==> src/rtl/sipo_deser_pkg.sv <==
// Shared definitions for the serial-in/parallel-out deserializer:
// default word width and the output-buffer state encoding.
package sipo_deser_pkg;

   localparam int WIDTH_DEF = 8;

   typedef enum logic {
      ST_EMPTY = 1'b0,
      ST_FULL  = 1'b1
   } buf_state_e;

endpackage : sipo_deser_pkg

==> src/rtl/sipo_deser_bit_cntr.sv <==
// Modulo-WIDTH bit position counter. wrap flags the edge on which the
// last bit of a word is being taken.
module bit_cntr #(
   parameter int WIDTH = 8,
   parameter int CNT_W = $clog2(WIDTH)
) (
   input  logic             clk,
   input  logic             res,
   input  logic             clr,
   input  logic             en,
   output logic [CNT_W-1:0] count,
   output logic             wrap
);

   localparam logic [CNT_W-1:0] LAST = CNT_W'(WIDTH - 1);

   logic [CNT_W-1:0] count_q;

   always_ff @(posedge clk or posedge res) begin
      if (res) begin
         count_q <= '0;
      end else if (clr) begin
         count_q <= '0;
      end else if (en) begin
         // Explicit wrap keeps the counter correct even if CNT_W is wider.
         count_q <= (count_q == LAST) ? '0 : count_q + CNT_W'(1);
      end
   end

   assign count = count_q;
   assign wrap  = en && (count_q == LAST);

endmodule : bit_cntr

==> src/rtl/sipo_deser.sv <==
// Serial-to-parallel deserializer: shifts d in LSB first on each en strobe and
// hands completed words to a consumer through a one-deep output buffer.
module sipo_deser
   import sipo_deser_pkg::*;
#(
   parameter int WIDTH = WIDTH_DEF,
   parameter int CNT_W = $clog2(WIDTH)
) (
   input  logic             clk,
   input  logic             res,
   input  logic             en,
   input  logic             d,
   input  logic             clr,
   input  logic             ready,
   output logic [WIDTH-1:0] out,
   output logic             valid,
   output logic             ovr
);

   // Handshake: valid=1 means out holds a word not yet consumed. A word is
   // consumed on any edge where valid=1 and ready=1; ready is ignored while
   // valid=0. A word completing while valid=1 and ready=0 is dropped and ovr
   // latches until clr or res.

   buf_state_e       state, state_nxt;
   logic [WIDTH-1:0] shreg;
   logic [WIDTH-1:0] shreg_nxt;
   logic [WIDTH-1:0] out_q;
   logic             ovr_q;
   logic [CNT_W-1:0] count;
   logic             wrap;
   logic             completion;
   logic             load_out;
   logic             set_ovr;

   bit_cntr #(
      .WIDTH (WIDTH),
      .CNT_W (CNT_W)
   ) u_bit_cntr (
      .clk   (clk),
      .res   (res),
      .clr   (clr),
      .en    (en),
      .count (count),
      .wrap  (wrap)
   );

   assign completion = wrap;
   assign shreg_nxt  = {d, shreg[WIDTH-1:1]};

   always_ff @(posedge clk or posedge res) begin
      if (res) begin
         shreg <= '0;
      end else if (clr) begin
         shreg <= '0;
      end else if (en) begin
         shreg <= shreg_nxt;
      end
   end

   // FSM: state register
   always_ff @(posedge clk or posedge res) begin
      if (res) begin
         state <= ST_EMPTY;
      end else begin
         state <= state_nxt;
      end
   end

   // FSM: next-state logic
   always_comb begin
      state_nxt = state;
      if (clr) begin
         state_nxt = ST_EMPTY;
      end else begin
         case (state)
            ST_EMPTY: if (completion) state_nxt = ST_FULL;
            ST_FULL:  if (ready && !completion) state_nxt = ST_EMPTY;
            default:  state_nxt = ST_EMPTY;
         endcase
      end
   end

   // FSM: output decode
   always_comb begin
      valid    = 1'b0;
      load_out = 1'b0;
      set_ovr  = 1'b0;
      case (state)
         ST_EMPTY: begin
            load_out = completion && !clr;
         end
         ST_FULL: begin
            valid    = 1'b1;
            load_out = completion && ready && !clr;
            set_ovr  = completion && !ready && !clr;
         end
         default: begin
            valid = 1'b0;
         end
      endcase
   end

   // out holds through clr; only reset or a delivered word changes it.
   always_ff @(posedge clk or posedge res) begin
      if (res) begin
         out_q <= '0;
      end else if (load_out) begin
         out_q <= shreg_nxt;
      end
   end

   always_ff @(posedge clk or posedge res) begin
      if (res) begin
         ovr_q <= 1'b0;
      end else if (clr) begin
         ovr_q <= 1'b0;
      end else if (set_ovr) begin
         ovr_q <= 1'b1;
      end
   end

   assign out = out_q;
   assign ovr = ovr_q;

   a_wrap_consistent : assert property (@(posedge clk) disable iff (res)
      wrap == (en && (count == CNT_W'(WIDTH - 1))));

   a_ovr_sticky : assert property (@(posedge clk) disable iff (res)
      (ovr && !clr) |=> ovr);

   a_valid_drop : assert property (@(posedge clk) disable iff (res)
      (valid && !ready && !clr) |=> valid);

endmodule : sipo_deser

==> config.mk <==
export PLATFORM = sky130hd
export DESIGN_NAME = sipo_deser
export DESIGN_NICKNAME = d
export VERILOG_FILES = /design/src/rtl/sipo_deser_pkg.sv /design/src/rtl/sipo_deser_bit_cntr.sv /design/src/rtl/sipo_deser.sv
export SDC_FILE = /design/constraint.sdc
export NUM_CORES = 1
export LEC_CHECK = 0
export CORE_MARGIN = 4
export CORE_UTILIZATION = 48
export DETAILED_ROUTE_END_ITERATION = 8
export GPL_TIMING_DRIVEN = 0
export PLACE_DENSITY_LB_ADDON = 0.2
export SYNTH_ARGS = -nofsm -noshare
export SYNTH_HDL_FRONTEND = slang
export SYNTH_SLANG_ARGS = --single-unit
export TNS_END_PERCENT = 1
==> constraint.sdc <==
create_clock -name clk -period 1.99 [get_ports clk]
set_clock_uncertainty 0.15 [all_clocks]
set_input_delay 0.2985 -clock clk [delete_from_list [all_inputs] [get_ports clk]]
set_output_delay 0.2985 -clock clk [all_outputs]
set_load 0.1 [all_outputs]
* Word level (Yosys, flattened, before mapping)
Index checks and enable logic that the tools add are counted.
Storage, ports and cells: bits in registers 21, bits in latches 0, RAM bits 0, ROM bits 0, input port bits 6, output and inout port bits 10, logic and storage cells 34, memories 0
Operators by class: add/sub/neg operators 1, $mul 0, div/mod/pow operators 0, $lt $le $gt $ge 0, equal/unequal tests 1, shift-type cells 0, mux-type cells 14, bitwise operators 1, reductions and logical operators 12
Operators by type and width (number):
- 8-bit two-way mux | 2
- 3-bit two-way mux | 3
- 1-bit logical AND | 7
- 1-bit two-way mux | 7
- 1-bit one-hot mux with 2 select lines | 2
- 2-bit nonzero test | 2
- 3-bit by 1-bit adder with 3-bit output, second input constant | 1
- 3-bit equality test, second input constant | 1
- 1-bit logical NOT | 3
- 1-bit inverter | 1

* Depth between registers and ports, before layout
word-level depth 7, mapped depth 5, mapped depth without buffers 5

* Modules after synthesis
From an unflattened synthesis, not the netlist that was laid out.
Second synthesis, totals: cell total of the unflattened synthesis 63, area, all modules 847.1 um^2
Modules (own cells, without submodules):
- sipo_deser | times used 1, cells an instance 48, area an instance 680.7 um^2
- bit_cntr | times used 1, cells an instance 15, area an instance 166.4 um^2

* Least setup slack after synthesis
Ideal clock, no wire load.
path type register to register, from register state, to register out_q[2] (netlist: out[2]), library setup time 0.125 ns, arrival time 1.726 ns, data required time 1.715 ns, setup slack -0.012 ns, cell stages (with the launch flop) 4, clock period less this slack 2.002 ns, cell sequence dfrtp_1 -> nor2b_1 -> nor3_4 -> mux2_2
On the way: longest elaborated chain between the ends 2
Ends and longest elaborated chain:
- start, declared | RTL line sipo_deser.sv:25 | buf_state_e state, state_nxt;
- start signal, assigned | RTL line sipo_deser.sv:66 | state <= state_nxt;
- 1-bit inverter
- 1-bit one-hot mux with 2 select lines (*) | RTL line sipo_deser.sv:89 | case (state)
- end signal, assigned | RTL line sipo_deser.sv:109 | out_q <= shreg_nxt;
- end, declared | RTL line sipo_deser.sv:28 | logic [WIDTH-1:0] out_q;
Mark *: on every way between the ends. The rest lies on a longest branch, timed or not. A chain may end at the register's enable or synchronous reset.

* Worst setup path in the final report
from register out_q[4] (netlist: out[4]), to output port out[4]
RTL lines:
- end, declared | RTL line sipo_deser.sv:15 | output logic [WIDTH-1:0] out,
No word-level cell between the ends.

==> summary.txt <==
Slowest CP cell: clkdlybuf4s15_1
# IOs: 16
Multi-input logic area: 302 sq um
Share of the synthesized area in the top cell type: 60.9%
Fillers: 133
Final worst slack: 55.9 ps
Leading area contributor after synthesis: dfrtp_1
Routed vias: 512
Cells after synthesis: 62
Drt total wl: 1.34 mm
Leak: 0.000509 uW
Setup_tns: 0 ps
Worst-path cell chain: clkdlybuf4s15_1
Share of cells above drive strength 1: 21.3%
Detailed-route vias per instance: 5.33
Prevailing post-synth register cell: dfrtp_1
Post-synth top cells: dfrtp_1, nor2_1, mux2i_1
Crit path buf inv count: 1
TritonRoute pass-1 iters: 2
Part of the Yosys area used for sequential elements: 60.9%
Synth cell types: 18
WL/cell: 14.0 um
Largest net degree at the start of global routing: 21
Unrepaired setup endpoints after global routing: false
H-tree depth: 1
Setup crit start kind: register
Status: finished clean
Post-Synthesis Cell Area: 822 sq um
Tot GR Track Use: 12.5%
Die area: 2440 sq um
Post-synth net total: 70
Worst EP required: 1540 ps
Cts hold-fix bufs: 0
Routed Antenna Nets: 0
Max-slew violation count: 0
Largest cells by area after synthesis: dfrtp_1, mux2i_1, mux2_2
Yosys Warn Count: 0
Maximum vdd ir drop: 0.614 mV
Final Power: 655 uW
Ant diodes: 0
IO Port Bufs: 14
GR Overflow Total: 0
Final Setup Violations: 0
Clk Latency, worst-skew pair: 300 ps
Worst slack, placed: 40.9 ps
Post-synth EDFFs: 0
Synth Area per Inst: 13.3 sq um
Root Buffer: clkbuf_4
Max incr delay on CP: 830 ps
Max_cap viols: 0
CTS tree: done
Finished Layout Cells: 96
Core Region: 1560 sq um
Die width: 49.4 um
Arrival @ worst endpoint: 1490 ps
Fin. Hold Viols: 0
Worst-Margin Slew: 953 ps
WS Path Type: register to primary output
Final worst path period need: 1930 ps
Placed instance count: 92
DRC Markers: 0
Final worst path period share: 97.2%
Async set-reset flop share out of synthesis: 100%
Initial antenna violation count: 0
P&R area growth vs syn: 20.4%
Synthesis-stage register bit count: 20
Worst hold slack: 138 ps
Iteration-0 DRC count of the detailed router: 3
Vias in the first global route: 507
Reg clk slew, reported paths: 110 ps
Max Clk Rate: 517 MHz
GP Congestion: 0.748
CTS Buffer Depth: 2
Critical path endpoint category: primary output
Sinks on Clock Net: 20
Largest delay share family, worst path: buffers and inverters
First-pass GRT wire length: 2.26 mm
Die Y: 49.4 um
Relative slew slack: 36.7%
Register Area: 502 sq um
Hold Path Class: input pin to register
Power Dens Cells: 662 nW/um^2
Num CTS Buffers: 3
Setup Fix Bufs, Post-CTS: 0
# rows: 14
# nets final: 89
Crit path max fanout: 2
Most frequent cell after synthesis: dfrtp_1
Starting Density: 52.7%
Dpl hpwl: 956 um
[area by class of cell]
class,instances,share of cell area [%]
Inverter,1,0.379
Timing Repair Buffer,14,12.1
Clock buffer,4,2.65
Buffer,3,1.64
Multi-Input combinational cell,38,30.5
Tap cell,16,2.02
Sequential cell,20,50.7
[worst min-delay path: stages]
cell and delay [ps]:
buf_4 110, mux2i_1 70, nor2_1 70
[layer usage]
layer	up-vias	part of all wire (%)	track usage, %
met5	-	0	0
met4	0	1.8	5.53
met3	4	5.2	5.20
met2	11	48	18.3
met1	254	45	16.0
li1	243	-	-
[layout by cell type (no fill, tap or decap)]
master            n
nand2_1           1
a21oi_1           2
xnor2_1           1
nor3_4            1
nand2b_1          1
mux2_2            6
ha_1              2
clkbuf_4          3
a31oi_1           1
clkdlybuf4s15_1   6
mux2_1            2
dfrtp_1          19
buf_4             1
clkbuf_2          4
buf_2             1
nand3b_1          1
clkbuf_1          2
nor2_1           11
nor2b_1           1
dfrtp_2           1
inv_1             1
mux2i_1           8
clkdlybuf4s50_1   4
[stage by stage]
step                utilization (%)  instance area (sq um)
floorplan                         -                    823
global route                   63.5                    990
global placement               63.1                    983
finish                         63.5                    990
CTS                            64.0                    997
detailed placement             63.1                    983
[report_power, final]
| part | internal (uW) | total (uW) | switching, uW |
|---|---|---|---|
| combinational | 19.9 | 45.2 | 25.3 |
| sequential | 413 | 417 | 4.75 |
| clock | 78.1 | 192 | 114 |
| total | 511 | 655 | 144 |
[path summary, 6_finish.rpt]
path / slack [ps] / startpoint / endpoint / depth (start not counted)
worst min register to register: 350 / out[0] / out[0] / 1
min in group asynchronous: 260 / res / shreg[4] / 2
worst max register to register: 110 / u_bit_cntr.count[0] / out[5] / 5
worst max-delay path: 60 / out[4] / out[4] / 1
worst min-delay path: 140 / en / shreg[1] / 3
max in group asynchronous: 930 / res / state / 2
[logic make-up after synthesis]
kind of cell / Yosys count / share of synthesized area [%]
flip-flops: 20 / 60.9
XOR/XNOR: 1 / 1.07
buffers and inverters: 4 / 2.43
AND/OR/NAND/NOR: 16 / 9.89
AO/OA/AOI/OAI: 3 / 1.98
multiplexers: 16 / 20.7
adder cells (fa/ha/maj): 2 / 3.04
[flip-flops by register name (all words and copies together) (netlist names)]
name	flops
out	8
ovr	1
state	1
shreg	7
u_bit_cntr.count	3
[timing repair]
item                                    4_1_cts  5_1_grt
endpoints found under the setup margin       10       10
pin swaps                                     0        0
resized for setup                            10       14
(Power assumes the default switching activity.)
